**src/rtl/aes_pkg.sv**
```systemverilog
// Shared AES helpers for the decryption datapath: GF(2^8) constant
// multipliers used by InvMixColumns and the sequencer state encoding.
package aes_pkg;

  localparam logic [7:0] AES_POLY = 8'h1b;

  typedef enum logic [1:0] {
    IDLE = 2'd0,
    BUSY = 2'd1,
    DONE = 2'd2
  } state_t;

  // Multiply by x (i.e. 02) modulo x^8+x^4+x^3+x+1.
  function automatic logic [7:0] xtime(input logic [7:0] b);
    return {b[6:0], 1'b0} ^ (b[7] ? AES_POLY : 8'h00);
  endfunction

  function automatic logic [7:0] gmul09(input logic [7:0] b);
    logic [7:0] x2, x4, x8;
    x2 = xtime(b);
    x4 = xtime(x2);
    x8 = xtime(x4);
    return x8 ^ b;
  endfunction

  function automatic logic [7:0] gmul0b(input logic [7:0] b);
    logic [7:0] x2, x4, x8;
    x2 = xtime(b);
    x4 = xtime(x2);
    x8 = xtime(x4);
    return x8 ^ x2 ^ b;
  endfunction

  function automatic logic [7:0] gmul0d(input logic [7:0] b);
    logic [7:0] x2, x4, x8;
    x2 = xtime(b);
    x4 = xtime(x2);
    x8 = xtime(x4);
    return x8 ^ x4 ^ b;
  endfunction

  function automatic logic [7:0] gmul0e(input logic [7:0] b);
    logic [7:0] x2, x4, x8;
    x2 = xtime(b);
    x4 = xtime(x2);
    x8 = xtime(x4);
    return x8 ^ x4 ^ x2;
  endfunction

endpackage

```
**src/rtl/inv_mix_column_seq_if.sv**
```systemverilog
// Stream interface of the InvMixColumns engine: input valid/ready,
// output valid/ready and the busy status flag.
interface inv_mix_column_seq_if;

  logic         in_valid;
  logic         in_ready;
  logic [127:0] in_data;
  logic         out_valid;
  logic         out_ready;
  logic [127:0] out_data;
  logic         busy;

  // Upstream/downstream side (source of blocks, sink of results).
  modport master (
    output in_valid, in_data, out_ready,
    input  in_ready, out_valid, out_data, busy
  );

  // Engine side.
  modport slave (
    input  in_valid, in_data, out_ready,
    output in_ready, out_valid, out_data, busy
  );

endinterface

```
**src/rtl/inv_mix_col_word.sv**
```systemverilog
// Combinational InvMixColumns on one 32-bit column; row 0 is the MSB byte.
module inv_mix_col_word
  import aes_pkg::*;
(
  input  logic [31:0] col,
  output logic [31:0] mixed
);

  logic [7:0] b0, b1, b2, b3;

  assign {b0, b1, b2, b3} = col;

  assign mixed = {
    gmul0e(b0) ^ gmul0b(b1) ^ gmul0d(b2) ^ gmul09(b3),
    gmul09(b0) ^ gmul0e(b1) ^ gmul0b(b2) ^ gmul0d(b3),
    gmul0d(b0) ^ gmul09(b1) ^ gmul0e(b2) ^ gmul0b(b3),
    gmul0b(b0) ^ gmul0d(b1) ^ gmul09(b2) ^ gmul0e(b3)
  };

endmodule

```
**src/rtl/inv_mix_column_seq.sv**
```systemverilog
// Iterative AES InvMixColumns engine. A captured state is transformed
// COLS_PER_CYCLE columns per clock and the result is held until taken.
//
//   state | meaning
//   IDLE  | waiting for a block, in_ready high
//   BUSY  | transforming one column group per clock
//   DONE  | result valid, held until out_ready; may accept next block
module inv_mix_column_seq
  import aes_pkg::*;
#(
  parameter int COLS_PER_CYCLE = 1
) (
  input  logic                 clk,
  input  logic                 rst,
  inv_mix_column_seq_if.slave  bus
);

  localparam int NCYC = 4 / COLS_PER_CYCLE;
  // 2-bit column counter: a step of 4 wraps to 0, which is intended.
  localparam logic [1:0] STEP     = 2'(COLS_PER_CYCLE);
  localparam logic [1:0] LAST_GRP = 2'(COLS_PER_CYCLE * (NCYC - 1));

  generate
    if (COLS_PER_CYCLE != 1 && COLS_PER_CYCLE != 2 && COLS_PER_CYCLE != 4) begin : g_bad_cols
      $error("inv_mix_column_seq: COLS_PER_CYCLE must be 1, 2 or 4");
    end
  endgenerate

  state_t           state_q, state_d;
  logic [1:0]       col_cnt_q;
  // Word 3 holds column 0 (bits 127:96), word 0 holds column 3.
  logic [3:0][31:0] work_q;
  logic [3:0][31:0] result_q;
  logic             accept;

  logic [1:0]       word_idx [COLS_PER_CYCLE];
  logic [31:0]      col_sel  [COLS_PER_CYCLE];
  logic [31:0]      col_mix  [COLS_PER_CYCLE];

  // Select the working columns of the current group.
  always_comb begin
    for (int g = 0; g < COLS_PER_CYCLE; g++) begin
      word_idx[g] = 2'd3 - (col_cnt_q + 2'(g));
      col_sel[g]  = work_q[word_idx[g]];
    end
  end

  generate
    for (genvar g = 0; g < COLS_PER_CYCLE; g++) begin : g_col
      inv_mix_col_word u_col (
        .col   (col_sel[g]),
        .mixed (col_mix[g])
      );
    end
  endgenerate

  // Handshake outputs and next-state decode.
  always_comb begin
    bus.in_ready  = 1'b0;
    bus.out_valid = 1'b0;
    bus.busy      = 1'b0;
    state_d       = state_q;
    unique case (state_q)
      IDLE: bus.in_ready = 1'b1;
      BUSY: bus.busy = 1'b1;
      DONE: begin
        bus.out_valid = 1'b1;
        bus.in_ready  = bus.out_ready;
      end
      default: ;
    endcase
    accept = bus.in_valid & bus.in_ready;
    unique case (state_q)
      IDLE:    if (accept) state_d = BUSY;
      BUSY:    if (col_cnt_q == LAST_GRP) state_d = DONE;
      DONE:    if (bus.out_ready) state_d = accept ? BUSY : IDLE;
      default: state_d = IDLE;
    endcase
  end

  assign bus.out_data = result_q;

  // State register.
  always_ff @(posedge clk or posedge rst) begin
    if (rst) state_q <= IDLE;
    else     state_q <= state_d;
  end

  // Work capture, column counter and result accumulation.
  always_ff @(posedge clk or posedge rst) begin
    if (rst) begin
      col_cnt_q <= 2'd0;
      work_q    <= '0;
      result_q  <= '0;
    end else if (accept) begin
      work_q    <= bus.in_data;
      col_cnt_q <= 2'd0;
    end else if (state_q == BUSY) begin
      for (int g = 0; g < COLS_PER_CYCLE; g++) begin
        result_q[word_idx[g]] <= col_mix[g];
      end
      col_cnt_q <= col_cnt_q + STEP;
    end
  end

endmodule

```
**src/flat_wrapper.sv**
```systemverilog
// flat-port wrapper written by rule: the top's interface ports become plain ports
module inv_mix_column_seq_flat import aes_pkg::*;
#(
  parameter int COLS_PER_CYCLE = 1
)
  (clk, rst, bus_in_valid, bus_in_data, bus_out_ready, bus_in_ready, bus_out_valid, bus_out_data, bus_busy);
  inv_mix_column_seq_if bus_i ();
  input  logic clk;
  input  logic rst;
  input wire logic [$bits(bus_i.in_valid)-1:0] bus_in_valid;
  input wire logic [$bits(bus_i.in_data)-1:0] bus_in_data;
  input wire logic [$bits(bus_i.out_ready)-1:0] bus_out_ready;
  output wire logic [$bits(bus_i.in_ready)-1:0] bus_in_ready;
  output wire logic [$bits(bus_i.out_valid)-1:0] bus_out_valid;
  output wire logic [$bits(bus_i.out_data)-1:0] bus_out_data;
  output wire logic [$bits(bus_i.busy)-1:0] bus_busy;
  assign bus_i.in_valid = bus_in_valid;
  assign bus_i.in_data = bus_in_data;
  assign bus_i.out_ready = bus_out_ready;
  assign bus_in_ready = bus_i.in_ready;
  assign bus_out_valid = bus_i.out_valid;
  assign bus_out_data = bus_i.out_data;
  assign bus_busy = bus_i.busy;
  inv_mix_column_seq #(.COLS_PER_CYCLE(COLS_PER_CYCLE)) u_core (.clk(clk), .rst(rst), .bus(bus_i));
endmodule
```
**config.mk**
```make
export PLATFORM = sky130hd
export DESIGN_NAME = inv_mix_column_seq_flat
export DESIGN_NICKNAME = d
export VERILOG_FILES = /design/src/rtl/aes_pkg.sv /design/src/rtl/inv_mix_column_seq_if.sv /design/src/rtl/inv_mix_col_word.sv /design/src/rtl/inv_mix_column_seq.sv /design/src/flat_wrapper.sv
export SDC_FILE = /design/constraint.sdc
export NUM_CORES = 1
export LEC_CHECK = 0
export ABC_AREA = 0
export CAP_MARGIN = 15
export CORE_AREA = 2 2 193 195
export CTS_CLUSTER_SIZE = 16
export DETAILED_ROUTE_END_ITERATION = 12
export DIE_AREA = 0 0 195 197
export PLACE_DENSITY = 0.59
export REMOVE_ABC_BUFFERS = 1
export SYNTH_ARGS = -nofsm -noshare
export SYNTH_HDL_FRONTEND = slang
export SYNTH_SLANG_ARGS = --single-unit
```
**constraint.sdc**
```tcl
create_clock -name clk -period 27.7 [get_ports clk]
set_input_delay 5.54 -clock clk [delete_from_list [all_inputs] [get_ports clk]]
set_output_delay 5.54 -clock clk [all_outputs]
set_load 0.01 [all_outputs]
```
==> metrics <==
Required @ worst endpoint=around 22,000 ps; vias in the first global route=~8,300; crit path max fanout=2; ANT nets after route=0; die area=between 30,000 and 40,000 µm²; post-synthesis cell type count=28; initial core utilization=34.5%; top cells by area, synth=dfrtp_1 52%, mux2_2 12%, xnor2_1 7.8%, mux4_2 4.9%, xnor3_1 4.9%; Mapped Area=about 13,000 µm²; largest net degree at the start of global routing=140; Sequential Area=roughly 6500 µm²; # rows=70; CTS Sinks=260; crit path from=bus_out_ready; fin. max-slew vios=0; Detail Placement HPWL=22,500 µm; CTS tree=yes; Post-CTS Setup Bufs=0; Yosys top cell by area=dfrtp_1; first-pass GRT wire length=49,100 µm; commonest non-fill, non-tap cell in the layout=clkdlybuf4s50_1; Max-Cap Viols=0; Initial DRT Pass Iterations=4; Yosys warnings=0; CP Launch Type=input pin; I/O pin count=263; endpoints failing hold=0; GR Util All Layers=16.4%; CTS resizes=0; Die H=197 µm; status=complete, no violations; average size of a mapped cell=13.2 µm²; clock skew=13.9 ps; f_max=80.9 MHz; antenna violations before repair=1; Mapped Cells=950; Reg clk slew, reported paths=60 ps; CTS HTree Levels=1; Wirelength per Cell=18.4 µm; initial DRC count=344; Yosys reg bits=260; hold buffers post-CTS=0; post-synthesis sequential area ratio=~52%; drc violations=0; period utilisation layout=44.6%; layout cells sized above 1=19.7%; area of the multi-input gates=approximately 5700 µm²; Worst setup EP type=output pin; Syn-to-layout area delta=31.8%; worst min path class=flop to flop; Area after DPL=15,500 µm²; Yosys top cell area share=between 50 and 60%; Final #Nets=about 1,300; cell area after layout=16,500 µm²; Port-buffer cells=262; cts bufs inserted=28; antenna diode count=0; commonest non-fill, non-tap cells in the layout=262 x clkdlybuf4s50_1, 258 x dfrtp_1, 128 x nand2_1, 128 x mux2_2, 111 x xnor2_1; setup TNS=0 ps; clock buffer depth=3; final non-filler cell total=~1,700; min-delay src=u_core.bus.out_data[69]; unrepaired setup endpoints after global routing=no; arrival time worst endpoint=6830 ps; worst reg2reg path startpoint=u_core.col_cnt_q[0]; Cell Count Post-Placement=~1,600; fill count=3,355; Final GP Congestion=between 0.7 and 0.8; Rel. slew slack=33.8%; final setup vio count=0; DR vias/cell=approximately 4.7; clock root cell=clkbuf_16; critical path class=input pin to output pin; slew of the pin with the lowest slew margin=993 ps; vias=7,884; grt total ovfl=0; Tmin final=12,370 ps; die width=195 µm; total wire length=31,000 µm; core area=36,300 µm²; later-pin clock latency in the skew report=540 ps
-- flip-flops by register name, summed over array words and instances, names as in the netlist --
| signal | flops |
|---|---|
| u_core.state_q | 2 |
| u_core.col_cnt_q | 2 |
| u_core.work_q | 128 |
| u_core.bus.out_data | 128 |
-- per-layer routing --
layer  GRT usage, %  part of all wire, %  up-vias
met5              0                0.039        -
met4           3.56                  1.9        2
met3           4.41                  6.5       35
met2           25.3                   45      204
met1           23.1                   47     3911
li1               -                    -     3732
-- synth_stat cells (all sizes together) --
cell type,n
a21o,1
a21oi,1
and2,1
buf,20
clkbuf,38
dfrtp,260
ha,4
inv,4
mux2,128
mux4,32
nand2,132
nand2b,1
nor2,3
nor2b,3
o21ai,129
xnor2,127
xnor3,27
xor2,36
xor3,3
-- worst max-delay path, stage by stage --
cell and delay, ps:
clkdlybuf4s50_1 450, nand2b_1 110, nor2b_1 170, clkdlybuf4s50_1 560
-- path summary, 6_finish.rpt --
| kind | end | slack [ps] | cells after the start |
|---|---|---|---|
| max in group asynchronous | u_core.work_q[111] | 19950 | 4 |
| worst min register to register | u_core.bus.out_data[69] | 480 | 2 |
| worst max register to register | u_core.bus.out_data[29] | 23640 | 7 |
| worst min-delay path | u_core.bus.out_data[69] | 480 | 2 |
| min in group asynchronous | u_core.bus.out_data[7] | 5590 | 2 |
| worst max-delay path | bus_in_ready | 15330 | 4 |
-- metrics by stage --
stage / hold WS (ps) / util [%] / setup slack, ps
after floorplan: 472 / - / 15000
after global placement: 462 / 42.8 / 15320
after detailed placement: 470 / 42.8 / 15330
after CTS: 484 / 45.5 / 15330
after global routing: 503 / 45.5 / 15290
final: 477 / 45.5 / 15330
-- layout make-up --
cell class | instances | area share (%)
Inverter | 4 | 0.137
Timing Repair Buffer | 272 | 16.4
Sequential cell | 260 | 39.5
Multi-Input combinational cell | 628 | 34.6
Clock buffer | 42 | 5.30
Clock inverter | 10 | 0.539
Tap cell | 468 | 3.55
-- cells by family after synthesis --
group                    share of synthesized area, %
flip-flops                                       52.0
XOR/XNOR                                         18.2
multiplexers                                     17.4
AND/OR/NAND/NOR                                  4.30
AO/OA/AOI/OAI                                    5.26
buffers and inverters                            2.46
adder cells (fa/ha/maj)                         0.400
Power is not shown: default switching activity piles up to over one toggle a cycle in this logic, so the estimate is an artifact.
